==> src/rtl/accel_sequencer_pkg.sv <==
// Shared types and constants for the accelerator job sequencer.
// State, accel-type and BRAM bank encodings are visible on the host and unit ports.
package accel_sequencer_pkg;

  typedef enum logic [2:0] {
    IDLE         = 3'd0,
    LOAD_WEIGHTS = 3'd1,
    LOAD_INPUT   = 3'd2,
    COMPUTE      = 3'd3,
    STORE_OUTPUT = 3'd4,
    DONE         = 3'd5
  } state_e;

  typedef enum logic [1:0] {
    ACCEL_CNN     = 2'b00,
    ACCEL_RNN     = 2'b01,
    ACCEL_MLP     = 2'b10,
    ACCEL_INVALID = 2'b11
  } accel_type_e;

  typedef enum logic [4:0] {
    BANK_INPUT_0  = 5'd0,
    BANK_INPUT_1  = 5'd1,
    BANK_OUTPUT_0 = 5'd2,
    BANK_OUTPUT_1 = 5'd3,
    BANK_WEIGHTS  = 5'd4
  } bram_bank_e;

  localparam int ERR_TIMEOUT    = 0;
  localparam int ERR_BAD_TYPE   = 1;
  localparam int ERR_ABORT      = 2;
  localparam int ERR_UNEXP_DONE = 3;
  localparam int ERR_START_BUSY = 4;

  localparam int DEFAULT_PHASE_TIMEOUT = 65535;

  function automatic logic is_busy_state(input state_e s);
    return (s == LOAD_WEIGHTS) || (s == LOAD_INPUT) ||
           (s == COMPUTE)      || (s == STORE_OUTPUT);
  endfunction

  // Successor of a busy phase once its unit reports done.
  function automatic state_e next_phase(input state_e s);
    state_e n;
    case (s)
      LOAD_WEIGHTS: n = LOAD_INPUT;
      LOAD_INPUT:   n = COMPUTE;
      COMPUTE:      n = STORE_OUTPUT;
      default:      n = DONE;
    endcase
    return n;
  endfunction

endpackage

==> src/rtl/accel_phase_watchdog.sv <==
// Per-phase cycle counter: cleared on phase entry, counts while enabled,
// and flags expiry in the cycle the count reaches LIMIT-1.
module accel_phase_watchdog
  import accel_sequencer_pkg::*;
#(
  parameter int LIMIT = DEFAULT_PHASE_TIMEOUT
)
(
  input  logic clk,
  input  logic rst_n,
  input  logic i_clear,
  input  logic i_enable,
  output logic o_expire
);

  localparam int CW = (LIMIT > 1) ? $clog2(LIMIT) : 1;
  localparam logic [CW-1:0] LAST = CW'(LIMIT - 1);

  logic [CW-1:0] r_count;

  always_ff @(posedge clk) begin
    if (!rst_n || i_clear) begin
      r_count <= '0;
    end else if (i_enable && (r_count != LAST)) begin
      r_count <= r_count + CW'(1);
    end
  end

  assign o_expire = i_enable && (r_count == LAST);

endmodule

==> src/rtl/accel_sequencer.sv <==
// Job sequencer: walks IDLE -> LOAD_WEIGHTS -> LOAD_INPUT -> COMPUTE -> STORE_OUTPUT
// -> DONE, launching each unit in turn and owning the ping/pong bank choice.
module accel_sequencer
  import accel_sequencer_pkg::*;
#(
  parameter int TIMEOUT_CYCLES = DEFAULT_PHASE_TIMEOUT
)
(
  input  logic       clk,
  input  logic       rst_n,
  input  logic       ctrl_start,
  input  logic [1:0] ctrl_accel_type,
  input  logic       ctrl_reload_weights,
  input  logic       ctrl_abort,
  output logic       busy,
  output logic       done,
  output logic [2:0] state,
  output logic [7:0] error_flags,
  output logic       ld_w_start,
  input  logic       ld_w_done,
  output logic       ld_in_start,
  input  logic       ld_in_done,
  output logic [4:0] ld_in_bank,
  output logic       cmp_start,
  input  logic       cmp_done,
  output logic [1:0] cmp_type,
  output logic [4:0] cmp_in_bank,
  output logic [4:0] cmp_out_bank,
  output logic       st_start,
  input  logic       st_done,
  output logic [4:0] st_bank
);

  // Unit handshake: *_start is a single-cycle pulse in the first cycle of the
  // unit's phase; the unit answers with a *_done pulse in any later cycle of
  // that phase. A done in the start cycle or outside the phase is an error.

  state_e     r_state, w_state_n;
  logic [7:0] r_err, w_err_n;
  logic [1:0] r_type, w_type_n;
  logic       r_pp, w_pp_n;
  logic       r_busy, r_done;
  logic       r_ld_w_start, r_ld_in_start, r_cmp_start, r_st_start;
  logic [4:0] r_in_bank, r_out_bank;
  logic       w_own_done, w_first, w_stray, w_expire, w_wd_clear;

  always_comb begin
    w_own_done = 1'b0;
    w_first    = 1'b0;
    case (r_state)
      LOAD_WEIGHTS: begin w_own_done = ld_w_done;  w_first = r_ld_w_start;  end
      LOAD_INPUT:   begin w_own_done = ld_in_done; w_first = r_ld_in_start; end
      COMPUTE:      begin w_own_done = cmp_done;   w_first = r_cmp_start;   end
      STORE_OUTPUT: begin w_own_done = st_done;    w_first = r_st_start;    end
      default:      begin end
    endcase
    w_stray = (ld_w_done  && (r_state != LOAD_WEIGHTS)) ||
              (ld_in_done && (r_state != LOAD_INPUT))   ||
              (cmp_done   && (r_state != COMPUTE))      ||
              (st_done    && (r_state != STORE_OUTPUT)) ||
              (w_own_done && w_first);
  end

  always_comb begin
    w_state_n = r_state;
    w_err_n   = r_err;
    w_type_n  = r_type;
    w_pp_n    = r_pp;
    case (r_state)
      IDLE: begin
        if (w_stray) w_err_n[ERR_UNEXP_DONE] = 1'b1;
        if (ctrl_start) begin
          w_err_n  = '0;
          w_type_n = ctrl_accel_type;
          if (ctrl_accel_type == ACCEL_INVALID) begin
            w_err_n[ERR_BAD_TYPE] = 1'b1;
            w_state_n = DONE;
          end else begin
            w_state_n = ctrl_reload_weights ? LOAD_WEIGHTS : LOAD_INPUT;
          end
        end
      end
      DONE: begin
        w_state_n = IDLE;
        if (r_err == '0) w_pp_n = ~r_pp;
        if (w_stray)     w_err_n[ERR_UNEXP_DONE] = 1'b1;
        if (ctrl_start)  w_err_n[ERR_START_BUSY] = 1'b1;
      end
      default: begin
        if (w_stray)    w_err_n[ERR_UNEXP_DONE] = 1'b1;
        if (ctrl_start) w_err_n[ERR_START_BUSY] = 1'b1;
        // Abort beats a same-cycle done; a done beats a same-cycle expiry.
        if (ctrl_abort) begin
          w_err_n[ERR_ABORT] = 1'b1;
          w_state_n = DONE;
        end else if (w_own_done && !w_first) begin
          w_state_n = next_phase(r_state);
        end else if (w_expire) begin
          w_err_n[ERR_TIMEOUT] = 1'b1;
          w_state_n = DONE;
        end
      end
    endcase
  end

  assign w_wd_clear = (w_state_n != r_state);

  accel_phase_watchdog #(.LIMIT(TIMEOUT_CYCLES)) u_watchdog (
    .clk      (clk),
    .rst_n    (rst_n),
    .i_clear  (w_wd_clear),
    .i_enable (r_busy),
    .o_expire (w_expire)
  );

  always_ff @(posedge clk) begin
    if (!rst_n) begin
      r_state       <= IDLE;
      r_err         <= '0;
      r_type        <= '0;
      r_pp          <= 1'b0;
      r_busy        <= 1'b0;
      r_done        <= 1'b0;
      r_ld_w_start  <= 1'b0;
      r_ld_in_start <= 1'b0;
      r_cmp_start   <= 1'b0;
      r_st_start    <= 1'b0;
      r_in_bank     <= 5'(BANK_INPUT_0);
      r_out_bank    <= 5'(BANK_OUTPUT_0);
    end else begin
      r_state       <= w_state_n;
      r_err         <= w_err_n;
      r_type        <= w_type_n;
      r_pp          <= w_pp_n;
      r_busy        <= is_busy_state(w_state_n);
      r_done        <= (w_state_n == DONE);
      r_ld_w_start  <= (w_state_n == LOAD_WEIGHTS) && (r_state != LOAD_WEIGHTS);
      r_ld_in_start <= (w_state_n == LOAD_INPUT)   && (r_state != LOAD_INPUT);
      r_cmp_start   <= (w_state_n == COMPUTE)      && (r_state != COMPUTE);
      r_st_start    <= (w_state_n == STORE_OUTPUT) && (r_state != STORE_OUTPUT);
      r_in_bank     <= 5'(BANK_INPUT_0)  + {4'd0, w_pp_n};
      r_out_bank    <= 5'(BANK_OUTPUT_0) + {4'd0, w_pp_n};
    end
  end

  assign state        = r_state;
  assign busy         = r_busy;
  assign done         = r_done;
  assign error_flags  = r_err;
  assign ld_w_start   = r_ld_w_start;
  assign ld_in_start  = r_ld_in_start;
  assign cmp_start    = r_cmp_start;
  assign st_start     = r_st_start;
  assign cmp_type     = r_type;
  assign ld_in_bank   = r_in_bank;
  assign cmp_in_bank  = r_in_bank;
  assign cmp_out_bank = r_out_bank;
  assign st_bank      = r_out_bank;

endmodule

==> config.mk <==
export PLATFORM = sky130hd
export DESIGN_NAME = accel_sequencer
export DESIGN_NICKNAME = d
export VERILOG_FILES = /design/src/rtl/accel_sequencer_pkg.sv /design/src/rtl/accel_phase_watchdog.sv /design/src/rtl/accel_sequencer.sv
export SDC_FILE = /design/constraint.sdc
export NUM_CORES = 1
export LEC_CHECK = 0
export ABC_AREA = 1
export CAP_MARGIN = 5
export CORE_ASPECT_RATIO = 0.7
export CORE_MARGIN = 2
export CORE_UTILIZATION = 50
export CTS_CLUSTER_DIAMETER = 150
export DETAILED_ROUTE_END_ITERATION = 12
export PLACE_DENSITY_LB_ADDON = 0.05
export SKIP_LAST_GASP = 1
export SLEW_MARGIN = 20
export SYNTH_ARGS = -nofsm -noshare
export SYNTH_HDL_FRONTEND = slang
export SYNTH_SLANG_ARGS = --single-unit
==> constraint.sdc <==
create_clock -name clk -period 5 [get_ports clk]
set_input_delay 1 -clock clk [delete_from_list [all_inputs] [get_ports clk]]
set_output_delay 1 -clock clk [all_outputs]
set_load 0.005 [all_outputs]
Word level (Yosys, flattened, before mapping)
Cells that the tools add are included.
{"block": "classes", "n_addsub": 2, "n_eq_ne": 21, "mux": 23, "bitwise_logic": 2, "reduce_logical": 29}
{"op": "16-bit by 1-bit adder with 16-bit output, second input constant", "count": 1}
{"op": "16-bit equality test, second input constant", "count": 1}
{"op": "16-bit inequality test, second input constant", "count": 1}
{"op": "3-bit 2-to-1 mux", "count": 5}
{"op": "3-bit by 2-bit equality test with 1-bit output, second input constant", "count": 4}
{"op": "3-bit equality test, second input constant", "count": 4}
{"op": "1-bit logical AND", "count": 12}
{"op": "1-bit 2-to-1 mux", "count": 9}
{"op": "3-bit case mux with 3 select lines", "count": 1}
{"op": "8-bit logical NOT", "count": 1}
{"op": "1-bit logical OR", "count": 8}
{"op": "1-bit case mux with 4 select lines", "count": 2}
{"op": "3-bit by 1-bit equality test with 1-bit output, second input constant", "count": 2}
{"op": "3-bit by 2-bit inequality test with 1-bit output, second input constant", "count": 2}
{"op": "3-bit case mux with 2 select lines", "count": 1}
{"op": "5-bit 2-to-1 mux", "count": 1}
{"op": "5-bit AND reduction", "count": 1}
{"op": "2-bit 2-to-1 mux", "count": 2}
{"op": "2-bit by 1-bit inequality test with 1-bit output, second input constant", "count": 2}
{"op": "1-bit case mux with 2 select lines", "count": 2}
{"op": "2-bit nonzero test", "count": 2}
{"op": "2-bit by 1-bit adder with 3-bit output, first input constant", "count": 1}
{"op": "3-bit logical NOT", "count": 1}
{"op": "3-bit by 1-bit inequality test with 1-bit output, second input constant", "count": 1}
{"op": "8 further kinds", "count": 10}
{"block": "totals", "regBits": 42, "input_bits": 11, "out_inout_bits": 39, "elab_cells": 94}

Logic depth before layout (Yosys ltp)
{"block": "logic_depth", "depth_word": 11, "mapped_depth": 15, "depth_no_buf": 14}

Modules after synthesis
A second synthesis with hierarchy kept.
{"block": "unflattened", "cells_unflattened": 332, "area_unflattened_um2": 2227.1}
{"module": "accel_sequencer", "instances": 1, "cells_each": 175, "area_each_um2": 1183.6, "seq_area_each_um2": 340.3}
{"module": "accel_phase_watchdog", "instances": 1, "cells_each": 157, "area_each_um2": 1043.5, "seq_area_each_um2": 320.3}

Least setup slack after synthesis
OpenSTA, ideal clock, no wires.
{"block": "synth_timing", "kind": "input port to flip-flop", "start": "in cmp_done", "end": "reg u_watchdog.r_count[15]", "setup_time_ns": 0.118, "arrival_ns": 2.018, "t_required_ns": 4.882, "slack_ns": 2.865, "stages": 12, "path_buffers": 1, "path_cell_list": "nand4_1 > nand2_1 > inv_1 > nand2_1 > nand2_2 > nand2_1 > nand4_2 > nand2_2 > nand2_1 > nand3_4 > buf_6 > nor3_2"}
{"block": "synth_between", "elab_chain_cells": 7}
{"element": "from (decl)", "line_no": "accel_sequencer.sv:25", "text": "input logic cmp_done,"}
{"element": "1-bit case mux with 4 select lines", "line_no": "accel_sequencer.sv:50", "text": "case (r_state)"}
{"element": "1-bit logical AND", "line_no": "accel_sequencer.sv:96", "text": "end else if (w_own_done && !w_first) begin"}
{"element": "3-bit 2-to-1 mux", "line_no": "accel_sequencer.sv:96"}
{"element": "3-bit 2-to-1 mux", "line_no": "accel_sequencer.sv:93", "text": "if (ctrl_abort) begin"}
{"element": "3-bit case mux with 2 select lines", "line_no": "accel_sequencer.sv:69", "text": "case (r_state)"}
{"element": "3-bit inequality test", "line_no": "accel_sequencer.sv:106", "text": "assign w_wd_clear = (w_state_n != r_state);"}
{"element": "1-bit logical OR", "line_no": "accel_phase_watchdog.sv:22", "text": "if (!rst_n || i_clear) begin"}
{"element": "to (signal assigned)", "line_no": "accel_phase_watchdog.sv:25", "text": "r_count <= r_count + CW'(1);"}
{"element": "to (decl)", "line_no": "accel_phase_watchdog.sv:19", "text": "logic [CW-1:0] r_count;"}
No other way between the ends.
A chain may end at the register's enable or synchronous reset.

Final worst setup path
{"block": "layout_timing", "start": "in cmp_done", "end": "reg u_watchdog.r_count[2]"}
Same word-level chain as after synthesis.

==> impl_metrics.yaml <==
die:
  io_pins: 50
  die_y_um: 58.3
  core_area_um2: 3970
  initial_core_util_pct: 53.0
  std_cell_rows: 19
  die-area_um2: 4750
  fp.dieW_um: 81.5
clocking:
  clkTransAtPathRegs_ps: 60
  clock_sinks: 33
  htreeDepth: 2
  numCtsBuffers: 5
  post_cts_buffers: 0
  cts_tree: "built"
  ctsLongestPathBuffers: 2
  root_buffer: "clkbuf_8"
  hold_buffers: 0
  insertion_delay_ps: 280
  post_cts_resized: 0
setup_path:
  end_kind: "register"
  rr_worst_depth: 11
  arrival_ps: 2790
  critPathMaxFanout: 16
  critPathLaunchType: "primary input"
  critPathSlowestCell: "clkdlybuf4s50_1"
  cp_common_cell: "nand2_1"
  crit_path_max_incr_delay_ps: 480
  crit_chain: "clkdlybuf4s50_1 > nand4_1 > nand2_1 > inv_1 > nand2_1 > nand2_2 > nand2_1 > nand3_1 > nand2_1 > nand2_1 > nand2_2 > nand3_4 > nor3_1"
  cp.required_ps: 5200
  crit_type: "primary input to register"
detailed_routing:
  drc: 0
  drt-wirelength-per-cell_um: 12.2
  viasPerCell: 4.82
  dr_total_vias: 1790
  first_pass_iters: 4
  routed_wl_um: 4520
  drtAntennaViolNets: 0
  drtIter0Drc: 113
sta:
  setup_violations: 0
  period_share_pct: 51.8
  finalSetupTns_ps: 0
  worst_slew_pin_slew_ps: 597
  period_minus_slack_ps: 2590
  rsz0062_at_grt: "false"
  slew_viol_final: 0
  clock_skew_ps: 5.28
  max_freq_mhz: 386
  relSlewSlack_pct: 59.8
  timing.final.hold_violations: 0
synth:
  synth_warnings: 0
  async_flop_share_pct: 0
  postSynthCellCount: 293
  ys_ff_latch: 33
  syn_area_um2: 2100
  synth_top_area_share_pct: 31.4
  synth_ff_type: "dfxtp_1"
  synthTopCellsByCount: "nand2_1, dfxtp_1, inv_1"
  synth_edf_count: 0
  syn_avg_cell_area_um2: 7.18
  ys_seq_area_share_pct: 31.4
  yosysTopAreaCell: "dfxtp_1"
  synth.most_common_cell: "nand2_1"
  ys_top_cells_by_area: "dfxtp_1, nand2_1, buf_4"
  ys_types: 31
cells_and_area:
  area_growth_pct: 14.1
  layoutNonFillerInstCount: 371
  final_cell_area_um2: 2400
  final_net_count: 332
  fillers: 394
  diodes: 0
  drive_above_1_share_pct: 11.6
hold_path:
  hp-class: "register to register"
  hold_path_depth: 2
global_routing:
  antenna_found_initial: 0
  grt_max_degree: 17
  grt_overflow_total: 0
  grt_usage_pct: 21.5
  grt_pass1_wl_um: 7680
  grt_pass1_vias: 1531
power:
  p_per_area_nw_per_um2: 473
  p_leak_nw: 1.02
  peakVddDrop_uv: 278
placed_design:
  dpl-instance-area_um2: 2310
  dpl.hpwl_um: 3400
  place_inst: 364
  place.gp.congestion: 0.884
  io_buffers: 30
flow_run:
  cap_violations: 0
status:
  status: "complete, no violations"
==> cell usage in the layout, fill, tap and decap left out, types with 5 or more instances in the layout <==
cell / count
nand2_2: 8
nand4_1: 5
nand2_1: 61
nand3_1: 23
nor3_2: 11
xor2_1: 9
xnor2_1: 7
a21oi_1: 6
inv_1: 33
nor2_1: 24
conb_1: 19
dfxtp_1: 33
nor3_1: 12
clkbuf_8: 6
clkdlybuf4s50_1: 30
==> final cells by class <==
type	count	area [µm²]	share of cell area, %
Multi-Input combinational cell	211	1150	47.7
Inverter	38	143	5.94
Tap cell	52	65.1	2.71
Timing Repair Buffer	30	300	12.5
Clock buffer	7	86.3	3.60
Sequential cell	33	661	27.5
==> kinds of logic after synthesis <==
logic type | Yosys count | share of synthesized area (%)
AOI/OAI and AO/OA | 15 | 4.28
xor gates and xnor gates | 16 | 6.66
adders and majority gates | 2 | 1.19
buffers and inverters | 66 | 17.2
DFF | 33 | 31.4
muxes | 3 | 1.43
other | 2 | 0.357
and+or+nand+nor | 156 | 37.5
==> worst max-delay path, delay by kind of cell <==
kind	cells	cell delay, ps
buffers and inverters	2	520
AND/OR/NAND/NOR	11	1280
==> flip-flops by register name (all words and copies together), names as in the netlist <==
name and count:
busy 1, cmp_out_bank 1, cmp_start 1, cmp_type 2, done 1, error_flags 5, ld_in_start 1, ld_w_start 1
st_start 1, state 3, u_watchdog.r_count 16
==> metrics by stage <==
stage / setup slack [ps] / util [%] / hold slack, ps / power [mW]
2_1_floorplan: 2860 / - / 457 / 0.792
3_3_place_gp: 2170 / 58.3 / 470 / 0.930
3_5_place_dp: 2140 / 58.3 / 458 / 0.929
4_1_cts: 2410 / 60.5 / 478 / 1.13
5_1_grt: 2250 / 60.5 / 505 / 1.23
6_report: 2410 / 60.5 / 474 / 1.14
==> report_power, final <==
group	total (mW)	switching (mW)	internal, mW	leakage, nW
Combinational	0.568	0.374	0.194	0.708
Sequential	0.366	0.0581	0.308	0.268
Clock	0.203	0.0939	0.109	0.0443
==> routing by layer <==
metal / GRT usage (%) / vias to the layer above / part of all wire, %
met5: 0 / - / 0
met4: 6.54 / 0 / 1.0
met3: 4.67 / 4 / 5.8
met2: 24.6 / 61 / 34
met1: 37.3 / 777 / 59
li1: - / 948 / -
==> path summary, 6_finish.rpt <==
kind,start,to,slack (ps)
worst max-delay path,cmp_done,u_watchdog.r_count[2]$_SDFFE_PP0P_,2410
worst min-delay path,cmp_type[1]$_SDFFE_PN0P_,cmp_type[1]$_SDFFE_PN0P_,470
worst max register to register,u_watchdog.r_count[0]$_SDFFE_PP0P_,u_watchdog.r_count[10]$_SDFFE_PP0P_,2560
worst min register to register,cmp_type[1]$_SDFFE_PN0P_,cmp_type[1]$_SDFFE_PN0P_,470
Power figures use the tool's default switching activity.
